`src/rtl/kd_node_ce_if.sv`:
```
// Handshake and operand/result bundle between the kd-tree controller and one
// kd_node_ce compute element.
interface kd_node_ce_if #(
  parameter int DIM    = 3,
  parameter int DATA_W = 8
);
  localparam int AXIS_W = (DIM > 1) ? $clog2(DIM) : 1;
  localparam int DIST_W = $clog2(DIM * (2**DATA_W - 1) + 1);
  localparam int CW     = DIM * DATA_W;

  logic              in_valid;
  logic              in_ready;
  logic [1:0]        op;
  logic [AXIS_W-1:0] axis;
  logic              left_en;
  logic              right_en;
  logic              returned;
  logic [CW-1:0]     left;
  logic [CW-1:0]     parent;
  logic [CW-1:0]     right;
  logic              out_valid;
  logic              out_ready;
  logic [CW-1:0]     new_left;
  logic [CW-1:0]     new_parent;
  logic [CW-1:0]     new_right;
  logic              stable;
  logic              left_switch;
  logic              parent_switch;
  logic              right_switch;
  logic              first_direction;
  logic              other_branch;
  logic              change_best;
  logic [DIST_W-1:0] best_dist;

  modport master (
    output in_valid, op, axis, left_en, right_en, returned, left, parent, right, out_ready,
    input  in_ready, out_valid, new_left, new_parent, new_right, stable, left_switch,
           parent_switch, right_switch, first_direction, other_branch, change_best, best_dist
  );

  modport slave (
    input  in_valid, op, axis, left_en, right_en, returned, left, parent, right, out_ready,
    output in_ready, out_valid, new_left, new_parent, new_right, stable, left_switch,
           parent_switch, right_switch, first_direction, other_branch, change_best, best_dist
  );
endinterface

```
`src/rtl/kd_node_ce.sv`:
```
// kd-tree node compute element: stable axis SORT of node/children and serial Manhattan QUERY step.
// Optional macro KD_CE_PARALLEL_DIST_EN computes both distances in a single ACC cycle.
module kd_node_ce #(
  parameter int DIM    = 3,
  parameter int DATA_W = 8
) (
  input  logic         clk,
  input  logic         rst,
  kd_node_ce_if.slave  bus
);
  localparam int AXIS_W = (DIM > 1) ? $clog2(DIM) : 1;
  localparam int DIST_W = $clog2(DIM * (2**DATA_W - 1) + 1);
  localparam int CW     = DIM * DATA_W;
  localparam logic [AXIS_W:0] DIM_L = (AXIS_W+1)'(DIM);

  typedef enum logic [2:0] {ST_IDLE, ST_SORT, ST_ACC, ST_EVAL, ST_DONE} state_t;

  state_t            state_r, state_s;
  logic              accept_s;
  logic [CW-1:0]     left_q_r, parent_q_r, right_q_r;
  logic [AXIS_W-1:0] axis_r;
  logic              left_en_r, right_en_r, returned_r;
  logic [DIST_W-1:0] acc_c_r, acc_b_r;
`ifndef KD_CE_PARALLEL_DIST_EN
  logic [AXIS_W-1:0] dim_r;
`endif

  logic              in_ready_r, out_valid_r;
  logic [CW-1:0]     new_left_r, new_parent_r, new_right_r;
  logic              stable_r, left_switch_r, parent_switch_r, right_switch_r;
  logic              first_direction_r, other_branch_r, change_best_r;
  logic [DIST_W-1:0] best_dist_r;

  function automatic logic [DATA_W-1:0] get_coord(input logic [CW-1:0] c, input int d);
    get_coord = c[d*DATA_W +: DATA_W];
  endfunction

  // Unsigned |a-b| as larger minus smaller; no sign bit is involved
  function automatic logic [DATA_W-1:0] abs_diff(input logic [DATA_W-1:0] a, input logic [DATA_W-1:0] b);
    if (a > b) abs_diff = a - b;
    else       abs_diff = b - a;
  endfunction

`ifdef KD_CE_PARALLEL_DIST_EN
  function automatic logic [DIST_W-1:0] sum_dist(input logic [CW-1:0] a, input logic [CW-1:0] b);
    sum_dist = {DIST_W{1'b0}};
    for (int d = 0; d < DIM; d++) begin
      sum_dist = sum_dist + DIST_W'(abs_diff(get_coord(a, d), get_coord(b, d)));
    end
  endfunction
`endif

  function automatic logic [CW-1:0] pick(input logic [1:0] src, input logic [CW-1:0] l,
                                         input logic [CW-1:0] p, input logic [CW-1:0] r);
    case (src)
      2'd0:    pick = l;
      2'd1:    pick = p;
      default: pick = r;
    endcase
  endfunction

  // Stable 3-slot bubble sort on {key, source}; each pass only runs when both its slots participate
  localparam int EW = DATA_W + 2;
  logic [EW-1:0] e0_s, e1_s, e2_s, a0_s, a1_s, b1_s;
  logic          swap1_s, swap2_s, swap3_s;
  logic [1:0]    src0_s, src1_s, src2_s;

  assign e0_s    = {get_coord(left_q_r,   int'(axis_r)), 2'd0};
  assign e1_s    = {get_coord(parent_q_r, int'(axis_r)), 2'd1};
  assign e2_s    = {get_coord(right_q_r,  int'(axis_r)), 2'd2};
  assign swap1_s = left_en_r && (e1_s[EW-1:2] < e0_s[EW-1:2]);
  assign a0_s    = swap1_s ? e1_s : e0_s;
  assign a1_s    = swap1_s ? e0_s : e1_s;
  assign swap2_s = right_en_r && (e2_s[EW-1:2] < a1_s[EW-1:2]);
  assign b1_s    = swap2_s ? e2_s : a1_s;
  assign src2_s  = swap2_s ? a1_s[1:0] : e2_s[1:0];
  assign swap3_s = left_en_r && right_en_r && (b1_s[EW-1:2] < a0_s[EW-1:2]);
  assign src0_s  = swap3_s ? b1_s[1:0] : a0_s[1:0];
  assign src1_s  = swap3_s ? a0_s[1:0] : b1_s[1:0];

  // QUERY evaluation from the finished accumulators
  logic              change_best_s;
  logic [DIST_W-1:0] best_s, axis_dist_s;
  logic [DATA_W-1:0] pt_axis_s, nd_axis_s;

  assign change_best_s = acc_c_r < acc_b_r;
  assign best_s        = change_best_s ? acc_c_r : acc_b_r;
  assign pt_axis_s     = get_coord(parent_q_r, int'(axis_r));
  assign nd_axis_s     = get_coord(left_q_r,   int'(axis_r));
  assign axis_dist_s   = DIST_W'(abs_diff(pt_axis_s, nd_axis_s));

  // State register
  always_ff @(posedge clk or negedge rst) begin
    if (!rst) state_r <= ST_IDLE;
    else      state_r <= state_s;
  end

  // Next-state and accept decode
  always_comb begin
    state_s  = state_r;
    accept_s = 1'b0;
    case (state_r)
      ST_IDLE: begin
        if (bus.in_valid) begin
          accept_s = 1'b1;
          case (bus.op)
            2'd0:    state_s = ST_SORT;
            2'd1:    state_s = ST_ACC;
            default: state_s = ST_DONE;
          endcase
        end else begin
          state_s = ST_IDLE;
        end
      end
      ST_SORT: state_s = ST_DONE;
      ST_ACC: begin
`ifdef KD_CE_PARALLEL_DIST_EN
        state_s = ST_EVAL;
`else
        if (dim_r == AXIS_W'(DIM - 1)) state_s = ST_EVAL;
        else                           state_s = ST_ACC;
`endif
      end
      ST_EVAL: state_s = ST_DONE;
      ST_DONE: begin
        if (bus.out_ready) state_s = ST_IDLE;
        else               state_s = ST_DONE;
      end
      default: state_s = ST_IDLE;
    endcase
  end

  // Operand capture on accept; out-of-range axis folds to 0
  always_ff @(posedge clk or negedge rst) begin
    if (!rst) begin
      left_q_r   <= {CW{1'b0}};
      parent_q_r <= {CW{1'b0}};
      right_q_r  <= {CW{1'b0}};
      axis_r     <= {AXIS_W{1'b0}};
      left_en_r  <= 1'b0;
      right_en_r <= 1'b0;
      returned_r <= 1'b0;
    end else if (accept_s) begin
      left_q_r   <= bus.left;
      parent_q_r <= bus.parent;
      right_q_r  <= bus.right;
      axis_r     <= ({1'b0, bus.axis} < DIM_L) ? bus.axis : {AXIS_W{1'b0}};
      left_en_r  <= bus.left_en;
      right_en_r <= bus.right_en;
      returned_r <= bus.returned;
    end
  end

  // Distance accumulators (and dimension counter in the serial build)
  always_ff @(posedge clk or negedge rst) begin
    if (!rst) begin
      acc_c_r <= {DIST_W{1'b0}};
      acc_b_r <= {DIST_W{1'b0}};
`ifndef KD_CE_PARALLEL_DIST_EN
      dim_r   <= {AXIS_W{1'b0}};
`endif
    end else if (accept_s) begin
      acc_c_r <= {DIST_W{1'b0}};
      acc_b_r <= {DIST_W{1'b0}};
`ifndef KD_CE_PARALLEL_DIST_EN
      dim_r   <= {AXIS_W{1'b0}};
`endif
    end else if (state_r == ST_ACC) begin
`ifdef KD_CE_PARALLEL_DIST_EN
      acc_c_r <= sum_dist(parent_q_r, left_q_r);
      acc_b_r <= sum_dist(parent_q_r, right_q_r);
`else
      acc_c_r <= acc_c_r + DIST_W'(abs_diff(get_coord(parent_q_r, int'(dim_r)), get_coord(left_q_r, int'(dim_r))));
      acc_b_r <= acc_b_r + DIST_W'(abs_diff(get_coord(parent_q_r, int'(dim_r)), get_coord(right_q_r, int'(dim_r))));
      dim_r   <= dim_r + AXIS_W'(1);
`endif
    end
  end

  // Output registers: loaded on the way into DONE, held while out_ready is low
  always_ff @(posedge clk or negedge rst) begin
    if (!rst) begin
      in_ready_r        <= 1'b1;
      out_valid_r       <= 1'b0;
      new_left_r        <= {CW{1'b0}};
      new_parent_r      <= {CW{1'b0}};
      new_right_r       <= {CW{1'b0}};
      stable_r          <= 1'b0;
      left_switch_r     <= 1'b0;
      parent_switch_r   <= 1'b0;
      right_switch_r    <= 1'b0;
      first_direction_r <= 1'b0;
      other_branch_r    <= 1'b0;
      change_best_r     <= 1'b0;
      best_dist_r       <= {DIST_W{1'b0}};
    end else begin
      in_ready_r  <= (state_s == ST_IDLE);
      out_valid_r <= (state_s == ST_DONE);
      if (accept_s && bus.op[1]) begin
        new_left_r        <= bus.left;
        new_parent_r      <= bus.parent;
        new_right_r       <= bus.right;
        stable_r          <= 1'b1;
        left_switch_r     <= 1'b0;
        parent_switch_r   <= 1'b0;
        right_switch_r    <= 1'b0;
        first_direction_r <= 1'b0;
        other_branch_r    <= 1'b0;
        change_best_r     <= 1'b0;
        best_dist_r       <= {DIST_W{1'b0}};
      end else if (state_r == ST_SORT) begin
        new_left_r        <= pick(src0_s, left_q_r, parent_q_r, right_q_r);
        new_parent_r      <= pick(src1_s, left_q_r, parent_q_r, right_q_r);
        new_right_r       <= pick(src2_s, left_q_r, parent_q_r, right_q_r);
        left_switch_r     <= (src0_s != 2'd0);
        parent_switch_r   <= (src1_s != 2'd1);
        right_switch_r    <= (src2_s != 2'd2);
        stable_r          <= (src0_s == 2'd0) && (src1_s == 2'd1) && (src2_s == 2'd2);
        first_direction_r <= 1'b0;
        other_branch_r    <= 1'b0;
        change_best_r     <= 1'b0;
        best_dist_r       <= {DIST_W{1'b0}};
      end else if (state_r == ST_EVAL) begin
        new_left_r        <= {CW{1'b0}};
        new_parent_r      <= change_best_s ? left_q_r : right_q_r;
        new_right_r       <= {CW{1'b0}};
        stable_r          <= 1'b0;
        left_switch_r     <= 1'b0;
        parent_switch_r   <= 1'b0;
        right_switch_r    <= 1'b0;
        change_best_r     <= change_best_s;
        best_dist_r       <= best_s;
        first_direction_r <= (pt_axis_s < nd_axis_s);
        other_branch_r    <= returned_r && (best_s > axis_dist_s);
      end
    end
  end

  assign bus.in_ready        = in_ready_r;
  assign bus.out_valid       = out_valid_r;
  assign bus.new_left        = new_left_r;
  assign bus.new_parent      = new_parent_r;
  assign bus.new_right       = new_right_r;
  assign bus.stable          = stable_r;
  assign bus.left_switch     = left_switch_r;
  assign bus.parent_switch   = parent_switch_r;
  assign bus.right_switch    = right_switch_r;
  assign bus.first_direction = first_direction_r;
  assign bus.other_branch    = other_branch_r;
  assign bus.change_best     = change_best_r;
  assign bus.best_dist       = best_dist_r;
endmodule

```
`src/flat_wrapper.sv`:
```
// flat-port wrapper written by rule: the top's interface ports become plain ports
module kd_node_ce_flat 
#(
  parameter int DIM    = 3,
  parameter int DATA_W = 8
)
  (clk, rst, bus_in_valid, bus_op, bus_axis, bus_left_en, bus_right_en, bus_returned, bus_left, bus_parent, bus_right, bus_out_ready, bus_in_ready, bus_out_valid, bus_new_left, bus_new_parent, bus_new_right, bus_stable, bus_left_switch, bus_parent_switch, bus_right_switch, bus_first_direction, bus_other_branch, bus_change_best, bus_best_dist);
  kd_node_ce_if #(.DIM(DIM), .DATA_W(DATA_W)) bus_i ();
  input  logic clk;
  input  logic rst;
  input wire logic [$bits(bus_i.in_valid)-1:0] bus_in_valid;
  input wire logic [$bits(bus_i.op)-1:0] bus_op;
  input wire logic [$bits(bus_i.axis)-1:0] bus_axis;
  input wire logic [$bits(bus_i.left_en)-1:0] bus_left_en;
  input wire logic [$bits(bus_i.right_en)-1:0] bus_right_en;
  input wire logic [$bits(bus_i.returned)-1:0] bus_returned;
  input wire logic [$bits(bus_i.left)-1:0] bus_left;
  input wire logic [$bits(bus_i.parent)-1:0] bus_parent;
  input wire logic [$bits(bus_i.right)-1:0] bus_right;
  input wire logic [$bits(bus_i.out_ready)-1:0] bus_out_ready;
  output wire logic [$bits(bus_i.in_ready)-1:0] bus_in_ready;
  output wire logic [$bits(bus_i.out_valid)-1:0] bus_out_valid;
  output wire logic [$bits(bus_i.new_left)-1:0] bus_new_left;
  output wire logic [$bits(bus_i.new_parent)-1:0] bus_new_parent;
  output wire logic [$bits(bus_i.new_right)-1:0] bus_new_right;
  output wire logic [$bits(bus_i.stable)-1:0] bus_stable;
  output wire logic [$bits(bus_i.left_switch)-1:0] bus_left_switch;
  output wire logic [$bits(bus_i.parent_switch)-1:0] bus_parent_switch;
  output wire logic [$bits(bus_i.right_switch)-1:0] bus_right_switch;
  output wire logic [$bits(bus_i.first_direction)-1:0] bus_first_direction;
  output wire logic [$bits(bus_i.other_branch)-1:0] bus_other_branch;
  output wire logic [$bits(bus_i.change_best)-1:0] bus_change_best;
  output wire logic [$bits(bus_i.best_dist)-1:0] bus_best_dist;
  assign bus_i.in_valid = bus_in_valid;
  assign bus_i.op = bus_op;
  assign bus_i.axis = bus_axis;
  assign bus_i.left_en = bus_left_en;
  assign bus_i.right_en = bus_right_en;
  assign bus_i.returned = bus_returned;
  assign bus_i.left = bus_left;
  assign bus_i.parent = bus_parent;
  assign bus_i.right = bus_right;
  assign bus_i.out_ready = bus_out_ready;
  assign bus_in_ready = bus_i.in_ready;
  assign bus_out_valid = bus_i.out_valid;
  assign bus_new_left = bus_i.new_left;
  assign bus_new_parent = bus_i.new_parent;
  assign bus_new_right = bus_i.new_right;
  assign bus_stable = bus_i.stable;
  assign bus_left_switch = bus_i.left_switch;
  assign bus_parent_switch = bus_i.parent_switch;
  assign bus_right_switch = bus_i.right_switch;
  assign bus_first_direction = bus_i.first_direction;
  assign bus_other_branch = bus_i.other_branch;
  assign bus_change_best = bus_i.change_best;
  assign bus_best_dist = bus_i.best_dist;
  kd_node_ce #(.DIM(DIM), .DATA_W(DATA_W)) u_core (.clk(clk), .rst(rst), .bus(bus_i));
endmodule
```
`config.mk`:
```
export PLATFORM = sky130hd
export DESIGN_NAME = kd_node_ce_flat
export DESIGN_NICKNAME = d
export VERILOG_FILES = /design/src/rtl/kd_node_ce_if.sv /design/src/rtl/kd_node_ce.sv /design/src/flat_wrapper.sv
export SDC_FILE = /design/constraint.sdc
export NUM_CORES = 1
export LEC_CHECK = 0
export ABC_AREA = 1
export CORE_MARGIN = 4
export CORE_UTILIZATION = 50
export DETAILED_ROUTE_END_ITERATION = 6
export GPL_TIMING_DRIVEN = 0
export PLACE_DENSITY = 0.82
export REMOVE_ABC_BUFFERS = 1
export SLEW_MARGIN = 20
export SYNTH_ARGS = -nofsm -noshare
export SYNTH_HDL_FRONTEND = slang
export SYNTH_SLANG_ARGS = --single-unit
export TNS_END_PERCENT = 50
```
`constraint.sdc`:
```
create_clock -name clk -period 9.4 [get_ports clk]
set_input_delay 1.88 -clock clk [delete_from_list [all_inputs] [get_ports clk]]
set_output_delay 1.88 -clock clk [all_outputs]
set_load 0.02 [all_outputs]
```
After elaboration in Yosys (flattened, before gate mapping)
Index checks and enable logic that the tools add are counted.

Equality and inequality tests: 13. Reductions and logical operators: 18. Multiplexer cells: 61. Add/sub/neg operators: 9. Magnitude comparators: 9. Shifts and indexed selects: 6.

Operators with widths (number): 24-bit two-way mux (9); 24-bit case mux with 2 select lines (3); 24-bit by 6-bit indexed part select with 8-bit output (6); 10-bit two-way mux (11); 8-bit two-way mux (7); 8-bit subtractor (6); 8-bit greater-than comparator (3); 8-bit < comparator (3); 1-bit two-way mux (21); 10-bit by 8-bit adder with 10-bit output (2); 2-bit two-way mux (6); 3-bit case mux with 4 select lines (1); 10-bit by 8-bit greater-than comparator with 1-bit output (1); 10-bit < comparator (1); 2-bit by 1-bit equality test with 1-bit output (second input constant) (4); 1-bit logical AND (8); 2-bit zero test (4); 3-bit by 2-bit equality test with 1-bit output (second input constant) (2); 3-bit equality test (second input constant) (2); 3-bit zero test (2); 3-bit two-way mux (2); 3-bit case mux with 2 select lines (1); 2-bit equality test (second input constant) (2); 2-bit nonzero test (2); 7 further kinds (7).

Bits of input ports: 83. Flip-flop bits (word level): 193. Output and inout port bits: 91.

Longest topological paths before layout
Gate-level depths: netlist (run 1).

Word-level depth: 15. Depth in mapped cells: 45. Depth with buffers taken out: 40.

Least setup slack after synthesis (run 1)
Ideal clock, no wire load.

Kind: register to register. Start point: register u_core.axis_r[0]. End point: register u_core.new_left_r[10] (netlist: u_core.bus.new_left[10]). Data required time: 9.276 ns. Stages on the path, launching flop included: 38. Path slack: 3.373 ns. Period minus slack after synthesis: 6.027 ns. Arrival time: 5.904 ns. Buffers on the path: 8. Cells stage by stage: dfrtp_1 -> buf_6 -> inv_4 -> clkbuf_1 -> clkbuf_1 -> a21oi_1 -> o21ai_0 -> o21a_1 -> inv_1 -> fa_1 -> nand3_1 -> nand2_1 -> nand2_2 -> nand3_4 -> buf_2 -> clkbuf_1 -> nand2_1 -> o21ai_0 -> [... 2 more ...] -> nand2_1 -> a31oi_1 -> nand2_4 -> inv_1 -> buf_2 -> buf_1 -> nand2_1 -> o21ai_0 -> ha_1 -> a2111oi_4 -> nand2_8 -> nand2_2 -> nand2_2 -> inv_2 -> nand2_4 -> buf_4 -> a21oi_1 -> o21bai_1.

Word-level cells in the longest chain between the ends: 14. Elaborated cells on any way between the ends: 18.

Ends and longest elaborated chain: start, declared (line kd_node_ce.sv:21) `logic [AXIS_W-1:0] axis_r;`; start signal, assigned (line kd_node_ce.sv:139) `axis_r <= {AXIS_W{1'b0}};`; start signal, assigned (line kd_node_ce.sv:147) `axis_r <= ({1'b0, bus.axis} < DIM_L) ? bus.axis : {AXIS_W{1'b0}};`; 24-bit by 6-bit indexed part select with 8-bit output (line kd_node_ce.sv:35) `get_coord = c[d*DATA_W +: DATA_W];`; 8-bit < comparator (line kd_node_ce.sv:71) `assign swap1_s = left_en_r && (e1_s[EW-1:2] < e0_s[EW-1:2]);`; 1-bit logical AND (line kd_node_ce.sv:71); 10-bit two-way mux (line kd_node_ce.sv:73) `assign a1_s = swap1_s ? e0_s : e1_s;`; 8-bit < comparator (line kd_node_ce.sv:74) `assign swap2_s = right_en_r && (e2_s[EW-1:2] < a1_s[EW-1:2]);`; 1-bit logical AND (line kd_node_ce.sv:74); 10-bit two-way mux (line kd_node_ce.sv:75) `assign b1_s = swap2_s ? e2_s : a1_s;`; 8-bit < comparator (line kd_node_ce.sv:77) `assign swap3_s = left_en_r && right_en_r && (b1_s[EW-1:2] < a0_s[EW-1:2]);`; 1-bit logical AND (line kd_node_ce.sv:77); 2-bit two-way mux (*) (line kd_node_ce.sv:78) `assign src0_s = swap3_s ? b1_s[1:0] : a0_s[1:0];`; 2-bit by 1-bit equality test with 1-bit output / 2-bit zero test (equally long branches) (line kd_node_ce.sv:55) `case (src)`; 24-bit case mux with 2 select lines (*) (line kd_node_ce.sv:55); 24-bit two-way mux (*) (line kd_node_ce.sv:211) `end else if (state_r == ST_SORT) begin`; 24-bit two-way mux (*) (line kd_node_ce.sv:199) `if (accept_s && bus.op[1]) begin`; end signal, assigned (line kd_node_ce.sv:200) `new_left_r <= bus.left;`; end signal, assigned (line kd_node_ce.sv:212) `new_left_r <= pick(src0_s, left_q_r, parent_q_r, right_q_r);`; end signal, assigned (line kd_node_ce.sv:224) `new_left_r <= {CW{1'b0}};`; end, declared (line kd_node_ce.sv:29) `logic [CW-1:0] new_left_r, new_parent_r, new_right_r;`.

Mark *: on every way between the ends. The rest lies on a longest branch, timed or not. A chain may end at the register's enable or synchronous reset.

Worst setup path in the final report (run 1)
Start point: register u_core.axis_r[0]. End point: register u_core.new_left_r[23] (netlist: u_core.bus.new_left[23]).

Same word-level chain as after synthesis.

==> results of run 1 <==
-- per-layer routing --
metal | GRT usage | wire length, µm | vias up
met5 | 0 | 0 | -
met4 | 0.116 | 1660 | 0
met3 | 0.0486 | 4350 | 150
met2 | 0.462 | 21100 | 878
met1 | 0.395 | 19500 | 6752
li1 | - | - | 6784
-- stage by stage --
step                      cell area, µm²  instances  hold slack [ns]   util  setup TNS [ns]
after floorplan                    13900       1884            0.449      -               0
final                              17000       2477            0.480  0.606               0
after CTS                          17000       2477            0.485  0.605               0
after detailed placement           16400       2445            0.464  0.583               0
after global routing               17000       2477            0.504  0.606               0
after global placement             16100       2435            0.462  0.573         -383.85
-- logic make-up (layout without fill, tap and decap cells) --
kind of cell,Yosys count,in the layout,share of synthesized area
AND/OR/NAND/NOR,630,630,0.183
AO/OA/AOI/OAI,624,624,0.258
buffers and inverters,414,525,0.114
flip-flops,193,193,0.337
adder cells (fa/ha/maj),101,101,0.0922
XOR/XNOR,20,20,0.0122
multiplexers,6,6,0.00418
-- how the worst max path moves through the flow --
stage,startpoint,to,slack (ns),cells after the start
3_5_place_dp,u_core.axis_r[0],u_core.bus.new_left[13],0.26,34
2_1_floorplan,u_core.axis_r[0],u_core.bus.new_left[13],2.92,32
3_3_place_gp,rst,u_core.left_q_r[10],-1.77,1
6_report,u_core.axis_r[0],u_core.bus.new_left[23],0.62,33
4_1_cts,u_core.axis_r[0],u_core.bus.new_left[23],0.23,34
5_1_grt,u_core.axis_r[0],u_core.bus.new_left[23],0.07,36
-- sequential cells by signal (all words and copies together) (netlist names), 3 cells and up --
register	flops
u_core.bus.new_left	24
u_core.bus.new_parent	24
u_core.bus.new_right	24
u_core.left_q_r	24
u_core.parent_q_r	24
u_core.right_q_r	24
u_core.acc_b_r	10
u_core.acc_c_r	10
u_core.bus.best_dist	10
u_core.state_r	3
-- area by class of cell --
| type | count | area share |
|---|---|---|
| multi-input combinational | 1381 | 0.467 |
| clock inverter | 15 | 0.0124 |
| clock buffer | 17 | 0.0250 |
| timing repair buffer | 183 | 0.115 |
| sequential | 193 | 0.284 |
| inverter | 310 | 0.0692 |
| tap | 378 | 0.0278 |
-- critical path: cells and delay by family, from the launching register on --
kind,cells,cell delay (ns)
simple gates,17,3.47
fa+ha+maj,4,1.33
compound gates,6,1.41
flops,1,0.68
buf+inv,6,1.72
-- cell usage in the layout (no fill, tap or decap), types with 5 or more instances in the layout --
master	instances
a211oi_1	6
a21oi_1	125
a22o_1	7
buf_12	5
clkbuf_16	17
clkdlybuf4s50_1	172
dfrtp_1	190
fa_1	8
ha_1	93
inv_1	299
inv_2	5
mux2i_1	6
nand2_1	444
nand2_2	8
nand2_4	7
nand3_1	67
nand4_1	6
nor2_1	68
nor3_1	14
o211ai_1	37
o211ai_2	5
o21a_1	33
o21ai_0	302
o21ai_1	5
o21bai_1	27
o221ai_1	28
o22ai_1	20
xnor2_1	6
xor2_1	14
==> impl.org, run 1 <==
** Run status
- Run status :: completed

** Hold path
- The worst hold path begins at u_core.bus.new_parent[23].
- Endpoint of the worst hold-timing path :: u_core.bus.new_parent[23]
- Hold Path Cell Cnt :: 2
- The path class of the tightest hold or removal check is flip-flop to flip-flop.

** Die
- In this run the count of I/O pins placed on the die edge is 174.
- Horizontal extent of the die :: 177 µm
- The region available for standard cell placement spans 28,100 µm².
- Row count :: 61
- Die height :: 177 µm
- Initial core utilization :: 0.511
- The die covers 31,500 µm².

** Yosys
- Share of Yosys cell area claimed by the top area cell type :: 0.335
- Sorting the synthesized cells by how often they occur yields 445 x nand2_1, 302 x inv_1, 302 x o21ai_0, 192 x dfrtp_1, 125 x a21oi_1.
- Cell type with the largest total area after synthesis :: dfrtp_1
- For this run, the number of Yosys warnings is 0.
- Dominant register cell in the synthesized netlist :: dfrtp_1
- Cell count after synthesis :: 1,988
- Most used standard cell by instance count after synthesis :: nand2_1
- Yosys mapped a number of flops with a built-in enable equal to 0.
- Number of synthesized register bits :: 193
- Each instance of the synthesized netlist takes up on average 7.22 µm².
- The share of the Yosys chip area taken by registers is 0.337.
- The netlist uses 59 different library cells.
- Ranking of synthesized cells by area :: dfrtp_1 33%, nand2_1 12%, o21ai_0 11%
- Synth async-reset ratio :: 1.00
- The synthesized netlist occupies a cell area of 14,400 µm².

** Layout
- Sequential cell area :: 4830 µm²
- Post-layout net count :: 2,270
- Area taken by multi-input logic gates :: 7940 µm²
- Of the cells placed in the final design, the portion with a size suffix greater than 1 is 0.0453.
- Area added between synthesis and finish :: 18.5%
- The filler cells instantiated in the layout total 2,513.
- Count of inserted antenna diode cells :: 0

** Route
- After detailed routing, the number of vias per cell comes to 5.88.
- The routed layout has 14,600 vias.
- The first routing iteration left 1,803 violations.
- After detailed routing, the number of remaining DRC violations is 0.
- The count of nets left with antenna violations once routing finished came out at 0.
- The final layout contains routed wiring with a total length of 46,600 µm.
- First drt pass iteration count :: 6
- Post-DR wirelength/cell :: 18.8 µm

** Global routing
- For this run, the total global-route usage over all layers was measured as 0.290.
- Entering global routing, the biggest net connects 96 pins.
- Overall overflow remaining after global route :: 0
- The first global-routing pass estimated 73,600 µm of wire.
- Vias in the first global route :: 13,900
- Number of antenna violations at the first check in global routing :: 0

** STA
- For the final database, setup skew stands at 0.0167 ns.
- Count of endpoints failing hold in the final timing report :: 0
- Achievable Freq :: 114 MHz
- Max_slew headroom :: 0.197
- Least-Margin Pin Slew :: 1.20 ns
- Of the available clock period, the critical path in the final layout requires 0.934.
- The final max-slew violation count was 0.
- Setup slack on the critical path of the routed design comes to 0.621 ns.
- Min Clock Period, post-route :: 8.78 ns
- Unrepaired setup endpoints after global routing :: no
- Final setup violation count :: 0

** Worst setup path
- The worst setup path is launched from a flip-flop.
- The critical path in this run is classified as flip-flop to flip-flop.
- Most common cell type on the critical path :: nand2_1
- The worst setup path is captured at a flip-flop.
- On the critical path, the stage with the largest delay is an instance of dfrtp_2.
- At the worst endpoint, the required time is 9.72 ns.
- Slowest stage delay, CP :: 0.68 ns
- Along the worst path, the maximum fanout reaches 33.
- Data on the critical path arrives at its endpoint at 9.10 ns.
- In this run the critical register-to-register path is launched from u_core.axis_r[0].
- The worst register-to-register path ends at u_core.bus.new_left[23].
- Internal reg-to-reg setup slack :: 0.62 ns
- Counting cells, the worst reg-to-reg path comes to 33.

** Placement
- Weighted congestion reported at the end of routability-driven placement :: 0.938
- Worst setup slack before clock tree synthesis :: 0.262 ns
- Count of buffers from port buffering :: 173
- Detailed placement finished with a half-perimeter wire length of 32,600 µm.

** Clock tree
- Count of instances resized after the clock tree is built :: 0
- Buffers added to address setup during post-CTS repair amount to 0.
- Total number of H-tree levels :: 4
- Clock sink count :: 193
- Counting along the longest clock path gives a buffer depth of 2.
- Number of buffers created by CTS :: 17
- Clock insertion delay at the later pin of the skew report :: 0.45 ns
- Worst-path clk slew :: 0.09 ns
- # hold bufs at CTS :: 0
- TritonCTS clock tree :: yes
- Clk Tree Root Cell :: clkbuf_16

** Run
- Max-cap viol count :: 0
Power of run 1 is not shown: default switching activity piles up to over one toggle a cycle in this logic, so the estimate is an artifact.
==> run 2: changes to the inputs <==
CORE_MARGIN = default   (was 4)
==> run 2 against run 1 <==
Against the previous run: highest routed layer unchanged; global-route usage increased by 2.4 points; via count increased by 0.32%; flip-flop and latch count unchanged; fmax decreased by 1.8%; setup slack got worse by 0.16 ns; worst hold slack improved by 0.0024 ns; sequential share of layout area increased by 0.060 points; the run now ends with DRC left; non-clock buffer count decreased by 1; critical path type unchanged; first-iteration DRC count increased by 4.4%; critical endpoint is now u_core.bus.new_left[8].
==> impl.org, run 2 (synthesis results as in run 1) <==
** Run status
- The flow ran to the end, but the final reports show violations.
- Violations in the final reports :: DRC

** Die
- The die area was 29,400 µm² (-6.6%).
- The overall die height is 171 µm (-3.4%).
- I/O pin cnt :: 174 (unchanged)
- Core Area :: 28,000 µm² (-0.27%)
- The die extent in x came to 171 µm (-3.4%).
- Row count :: 61 (unchanged)
- Initial core utilization :: 0.512 (+0.00139)

** Placement
- The number of buffers added on ports was 173 (unchanged).
- Cell area after placement :: 16,400 µm² (about the same)
- The half-perimeter wire length after detailed placement was 32,100 µm (-1.6%).
- Number of instances in the placed design :: 2,444 (-0.041%)
- The final estimated routing congestion in global placement was 0.986 (+5.1%).

** Layout
- The number of nets in the final layout was 2,269 (-0.044%).
- Relative to the synthesized area, the layout overhead comes to 18.2%.
- Most frequent cells in the layout :: 444 x nand2_1, 302 x o21ai_0, 299 x inv_1, 191 x dfrtp_1, 172 x clkdlybuf4s50_1
- Most common library cell in the layout ignoring fill and taps :: nand2_1
- Post-Layout Inst Area :: 17,000 µm² (-0.24%)
- The final cell count without fillers is 2,476 (-0.040%).
- Count of inserted antenna diode cells :: 0 (unchanged)
- The count of filler cells inserted in the layout came to 2,480 (-1.3%).
- Utilization of the core after routing :: 0.606 (about the same)
- The fraction of layout instances using a drive strength above 1 came to 0.0443 (-0.000932).

** STA
- The final max-slew violation count is 0 (unchanged).
- Least-Margin Pin Slew :: 1.21 ns (+0.0120 ns)
- The post-route minimum period was 8.94 ns (+0.159 ns).
- Final setup violation count :: 0 (unchanged)
- The worst slew slack as a fraction of its limit came to 0.189 (-0.00799).
- The number of endpoints with negative hold slack in the final report was 0 (unchanged).
- Achievable Freq :: 112 MHz (-1.8%)
- The share of the clock period used by the worst path after layout was 0.951 (+0.0170).
- The worst-case clock skew is 0.0190 ns (+0.00233 ns).
- Total Negative Setup Slacks :: 0 ns (unchanged)

** Worst setup path
- Critical path data arrival time :: 9.26 ns (+0.16 ns)
- The number of buffers and inverters on the critical path is 6 (unchanged).
- Among the stages of the critical path, the cell type that occurs most often is nand2_1.
- The worst setup slack for register-to-register paths came to 0.46 ns (-0.16 ns).
- The worst register-to-register path ends at u_core.bus.new_left[8].
- By startpoint and endpoint, the worst setup path is classified as flip-flop to flip-flop.
- The worst path required time is 9.73 ns (about the same).
- The startpoint identified for the worst register-to-register timing path is u_core.axis_r[1].
- Kind of end point of the critical path :: flip-flop
- The delay contributed by the slowest stage of the critical path was 1.04 ns (+0.36 ns).
- Critical-path maximum fanout :: 33 (unchanged)
- Levels on crit path :: 33 (unchanged)
- The slowest stage of the critical path belongs to the cell dfrtp_1.
- CP delay by family, top :: simple AND/OR/NAND/NOR gates
- STA classifies the critical path startpoint as a flip-flop.
- The logic depth of the worst register-to-register path is 33 (unchanged).

** Route
- The number of vias in the routed layout is 14,600 (+0.32%).
- Post-detailed-route count of antenna-violating nets :: 0 (unchanged)
- The number of design-rule violations left by the first detailed-router iteration is 1,883 (+4.4%).
- The number of remaining DRC errors came to 1 (+1).
- The per-cell routed wire length came to 18.4 µm (-2.1%).
- Vias per std cell :: 5.90 (+0.36%)
- The count of TritonRoute iterations in the first routing pass was 7 (+1).
- The total wirelength of the detailed-routed design was 45,600 µm (-2.1%).

** Clock tree
- Total number of H-tree levels :: 4 (unchanged)
- Clk Tree Root Cell :: clkbuf_16
- TritonCTS clock tree :: yes
- The worst-case clock buffer depth was 2 (unchanged).
- Number of buffers created by CTS :: 17 (unchanged)
- Clock insertion delay at the later pin of the skew report :: 0.46 ns (about the same)
- Clock sink count :: 193 (unchanged)
- The clock transition at the registers of the reported paths came to 0.08 ns (about the same).
- The number of buffers inserted by post-CTS setup repair was 0 (unchanged).

** Global routing
- The initial antenna violation count came to 1 (+1).
- The via count of the first global-routing pass is 14,000 (+0.70%).
- The aggregate global routing overflow is 0 (unchanged).
- Wire length of the first global-routing pass :: 72,700 µm (-1.3%)
- The maximum number of pins on one net before global-route repair came to 87 (-9.4%).
- Total global routing track utilization :: 0.314 (+0.0244)

** Hold path
- In this run the most critical hold path is launched from u_core.bus.new_parent[0].
- Hold Path Cell Cnt :: 2 (unchanged)
- Type of the most critical hold path :: flip-flop to flip-flop
- The path with the worst hold slack has its endpoint at u_core.bus.new_parent[0].

** Run
- The max capacitance violation total was 0 (unchanged).
-- run 2: worst max path at each step --
| stage | start | slack, ns | to |
|---|---|---|---|
| after CTS | u_core.axis_r[0] | 0.33 | u_core.bus.new_left[23] |
| final | u_core.axis_r[1] | 0.46 | u_core.bus.new_left[8] |
| after global routing | u_core.axis_r[1] | -0.005 | u_core.bus.new_left[14] |
| after global placement | rst | -1.78 | u_core.bus.new_left[10] |
| after detailed placement | u_core.axis_r[0] | 0.33 | u_core.bus.new_left[23] |
| after floorplan | u_core.axis_r[0] | 2.92 | u_core.bus.new_left[13] |
-- run 2: metrics by stage --
step	hold slack, ns	setup slack (ns)
2_1_floorplan	0.449	2.92
3_3_place_gp	0.462	-1.78
3_5_place_dp	0.466	0.332
4_1_cts	0.488	0.331
5_1_grt	0.512	-0.00525
6_report	0.483	0.462
-- run 2: worst reg2reg max path: cells and delay by family (launching register included) --
kind	cells	cell delay (ns)
flops	1	1.04
buf+inv	6	1.49
simple gates	16	3.63
fa+ha+maj	4	1.24
compound gates	7	1.42
-- run 2: area by class of cell --
class	instances	area, µm²	area share
Timing Repair Buffer	182	1960	0.116
Multi-Input combinational cell	1381	7940	0.468
Sequential cell	193	4830	0.285
Tap cell	378	473	0.0279
Clock buffer	17	425	0.0251
Inverter	310	1180	0.0693
Clock inverter	15	164	0.00966
-- run 2: per-layer routing --
layer | routed length, µm | global-route usage
met1 | 19300 | 0.423
met2 | 20800 | 0.504
met3 | 4000 | 0.0509
met4 | 1490 | 0.125
met5 | 0 | 0
-- run 2: what timing repair did --
action	4_1_cts	5_1_grt
endpoints found under the hold margin	0	0
gates resized for setup	0	2
endpoints found under the setup margin	0	25
hold buffers	0	0
Power of run 2 is left out for the same reason.
==> run 3: changes to the inputs <==
CORE_UTILIZATION = 25   (was 50)
PLACE_DENSITY = 0.51   (was 0.82)
==> run 3 against run 2 <==
Against the previous run: the run still ends with DRC left; utilization is 30 points lower; non-clock buffer count is 3 higher; cell count is 15% higher; setup slack better by 0.34 ns; highest routed layer unchanged.
==> impl.org, run 3 (synthesis results as in run 1) <==
** Run status
- Run status :: finished with violations
- The checks that failed: DRC.

** STA
- The final max-slew violation count came to 0 (unchanged).
- The post-route minimum period is 8.60 ns (-0.341 ns).
- The final-report setup violation count was 0 (unchanged).
- WHS :: 0.480 ns (-0.00299 ns)
- Count of endpoints failing hold in the final timing report :: 0 (unchanged)
- Max_slew headroom :: 0.261 (+0.0722)
- Unrepaired setup endpoints after global routing :: no
- Final clock period utilization by the worst path :: 0.915 (-0.0363)
- Max Clock Skew :: 0.0129 ns (-0.00608 ns)
- Least-Margin Pin Slew :: 1.11 ns (-0.107 ns)
- The peak clock frequency supported by timing came to 116 MHz (+4.0%).

** Worst setup path
- Origin of the critical flop-to-flop path :: u_core.axis_r[0]
- Counting stages on the worst path, the most repeated cell is nand2_1.
- Number of cells on the worst reg-to-reg path :: 35 (+6.1%)
- Critical-path maximum fanout :: 33 (unchanged)
- Category of the critical setup timing path :: flip-flop to flip-flop
- The delay contributed by the slowest stage of the critical path was 0.70 ns (-0.34 ns).
- The endpoint identified for the worst register-to-register timing path is u_core.bus.new_left[18].
- Among all stages on the critical path, the largest delay is contributed by dfrtp_2.
- WP data required :: 9.78 ns (+0.05 ns)
- STA classifies the critical path endpoint as a flip-flop.
- The worst setup slack for register-to-register paths came to 0.80 ns (+0.34 ns).
- STA classifies the critical path startpoint as a flip-flop.
- Critical path data arrival time :: 8.98 ns (-0.28 ns)

** Placement
- Weighted congestion reported at the end of routability-driven placement :: 0.844 (-14%)
- The half-perimeter wire length after detailed placement is 39,000 µm (+22%).
- Count of buffers from port buffering :: 173 (unchanged)

** Global routing
- GR met2 Demand/Resource :: 0.296 (-0.209)
- The first-pass GRT wire length is 82,000 µm (+13%).
- The routing usage on met3 is 0.0301 (-0.0208).
- Number of antenna violations at the first check in global routing :: 0 (-1)
- Met1 layer usage reported by global route :: 0.250 (-0.173)
- Total global routing track utilization :: 0.183 (-0.131)
- In this run the most used layer during global routing was met2.
- The maximum number of pins on one net before global-route repair came to 90 (+3.4%).
- Vias in the first global route :: 13,700 (-2.0%)
- Overall overflow remaining after global route :: 0 (unchanged)

** Clock tree
- CTS Buffer Depth :: 2 (unchanged)
- The number of H-tree levels was 4 (unchanged).
- Clock insertion delay at the later pin of the skew report :: 0.51 ns (+0.05 ns)
- The clock sink total was 193 (unchanged).
- TritonCTS clock tree :: yes
- CTS placed an instance of clkbuf_16 at the clock tree root.
- The clock transition at the registers of the reported paths came to 0.07 ns (about the same).
- The total CTS buffers came to 17 (unchanged).

** Layout
- # fillers :: 6,184 (+150%)
- The count of inserted antenna diode cells was 0 (unchanged).
- Most common library cell in the layout ignoring fill and taps :: nand2_1
- Area taken by multi-input logic gates :: 7940 µm² (about the same)
- The fraction of layout instances using a drive strength above 1 is 0.0462 (+0.00184).
- The top cell types in the final layout, fill and taps aside, are 444 x nand2_1, 302 x o21ai_0, 298 x inv_1, 190 x dfrtp_1, 172 x clkdlybuf4s50_1.
- The sequential cell area was 4830 µm² (about the same).
- Area added between synthesis and finish :: 22.0%
- Post-layout net count :: 2,272 (+0.13%)

** Route
- The number of routed nets with antenna violations came to 0 (unchanged).
- Drt initial violations :: 1,077 (-43%)
- DRC violations left :: 1 (unchanged)
- Vias per std cell :: 4.90 (-17%)
- The total wirelength of the detailed-routed design was 53,100 µm (+17%).
- First drt pass iteration count :: 7 (unchanged)
- The per-cell routed wire length came to 18.6 µm (+0.99%).
- The number of vias in the routed layout came to 14,000 (-4.2%).

** Hold path
- The worst hold path begins at u_core.bus.new_parent[10].
- The path with the worst hold slack has its endpoint at u_core.bus.new_parent[10].
- The worst hold path belongs to the class flip-flop to flip-flop.
- The depth of the worst hold-timing path is 2 (unchanged).

** Die
- Horizontal extent of the die :: 242 µm (+41%)
- The die area came to 58,400 µm² (+99%).
- Die height :: 242 µm (+41%)
- The top-level I/O count was 174 (unchanged).
- The floorplan core area was 56,600 µm² (+100%).
- The number of placement rows came to 87 (+43%).
- Initial core utilization :: 0.254 (-0.259)

** Run
- The max capacitance violation total is 0 (unchanged).
-- run 3: cell types whose count changed in the layout (fill, tap and decap cells not counted), moves of 2 or more --
cell       delta
clkbuf_8      +2
inv_8         -3
clkbuf_1      +2
bufinv_16     +2
buf_16        +3
clkinv_2      +3
inv_6         -2
clkinv_8      -3
-- run 3: worst max-delay path: cells and delay by family (launching register included) --
kind | cells | cell delay, ns
flip-flops | 1 | 0.70
buffers and inverters | 6 | 1.53
AO/OA/AOI/OAI | 7 | 1.44
AND/OR/NAND/NOR | 18 | 3.49
adder cells (fa/ha/maj) | 4 | 1.21
-- run 3: metrics by stage --
step | cell area (µm²) | setup slack, ns | instances | TNS, ns | util
after CTS | 17500 | 0.135 | 2857 | 0 | 0.309
after floorplan | 13900 | 2.92 | 1884 | 0 | -
after detailed placement | 16900 | 0.144 | 2825 | 0 | 0.299
final | 17500 | 0.803 | 2857 | 0 | 0.309
after global routing | 17500 | 0.183 | 2857 | 0 | 0.309
after global placement | 16600 | -2.47 | 2813 | -595.81 | 0.293
-- run 3: worst max path at each step --
| stage | from | end | slack (ns) | cells after the start |
|---|---|---|---|---|
| after floorplan | u_core.axis_r[0] | u_core.bus.new_left[13] | 2.92 | 32 |
| after global placement | rst | u_core.axis_r[0] | -2.47 | 1 |
| after CTS | u_core.axis_r[0] | u_core.bus.left_switch | 0.13 | 34 |
| after global routing | u_core.axis_r[0] | u_core.bus.left_switch | 0.18 | 36 |
| after detailed placement | u_core.axis_r[0] | u_core.bus.left_switch | 0.14 | 34 |
| final | u_core.axis_r[0] | u_core.bus.new_left[18] | 0.80 | 35 |
-- run 3: cell type report --
| class | instances | share of cell area |
|---|---|---|
| clock buffers | 21 | 0.0263 |
| repair buffers | 185 | 0.116 |
| flip-flops and latches | 193 | 0.276 |
| multi-input cells | 1381 | 0.453 |
| inverters | 310 | 0.0671 |
| clock inverters | 11 | 0.00736 |
| well taps | 756 | 0.0540 |
-- run 3: timing repair --
item | CTS | global route
setup buffers | 0 | 0
endpoints found under the setup margin | 0 | 25
endpoints found under the hold margin | 0 | 0
hold buffers | 0 | 0
gates resized for setup | 0 | 4
-- run 3: routing by layer --
layer	vias to the layer above	wire (µm)
met4	0	810
met5	-	0
li1	6782	-
met2	410	24900
met1	6758	24800
met3	42	2660
Power of run 3 is left out for the same reason.
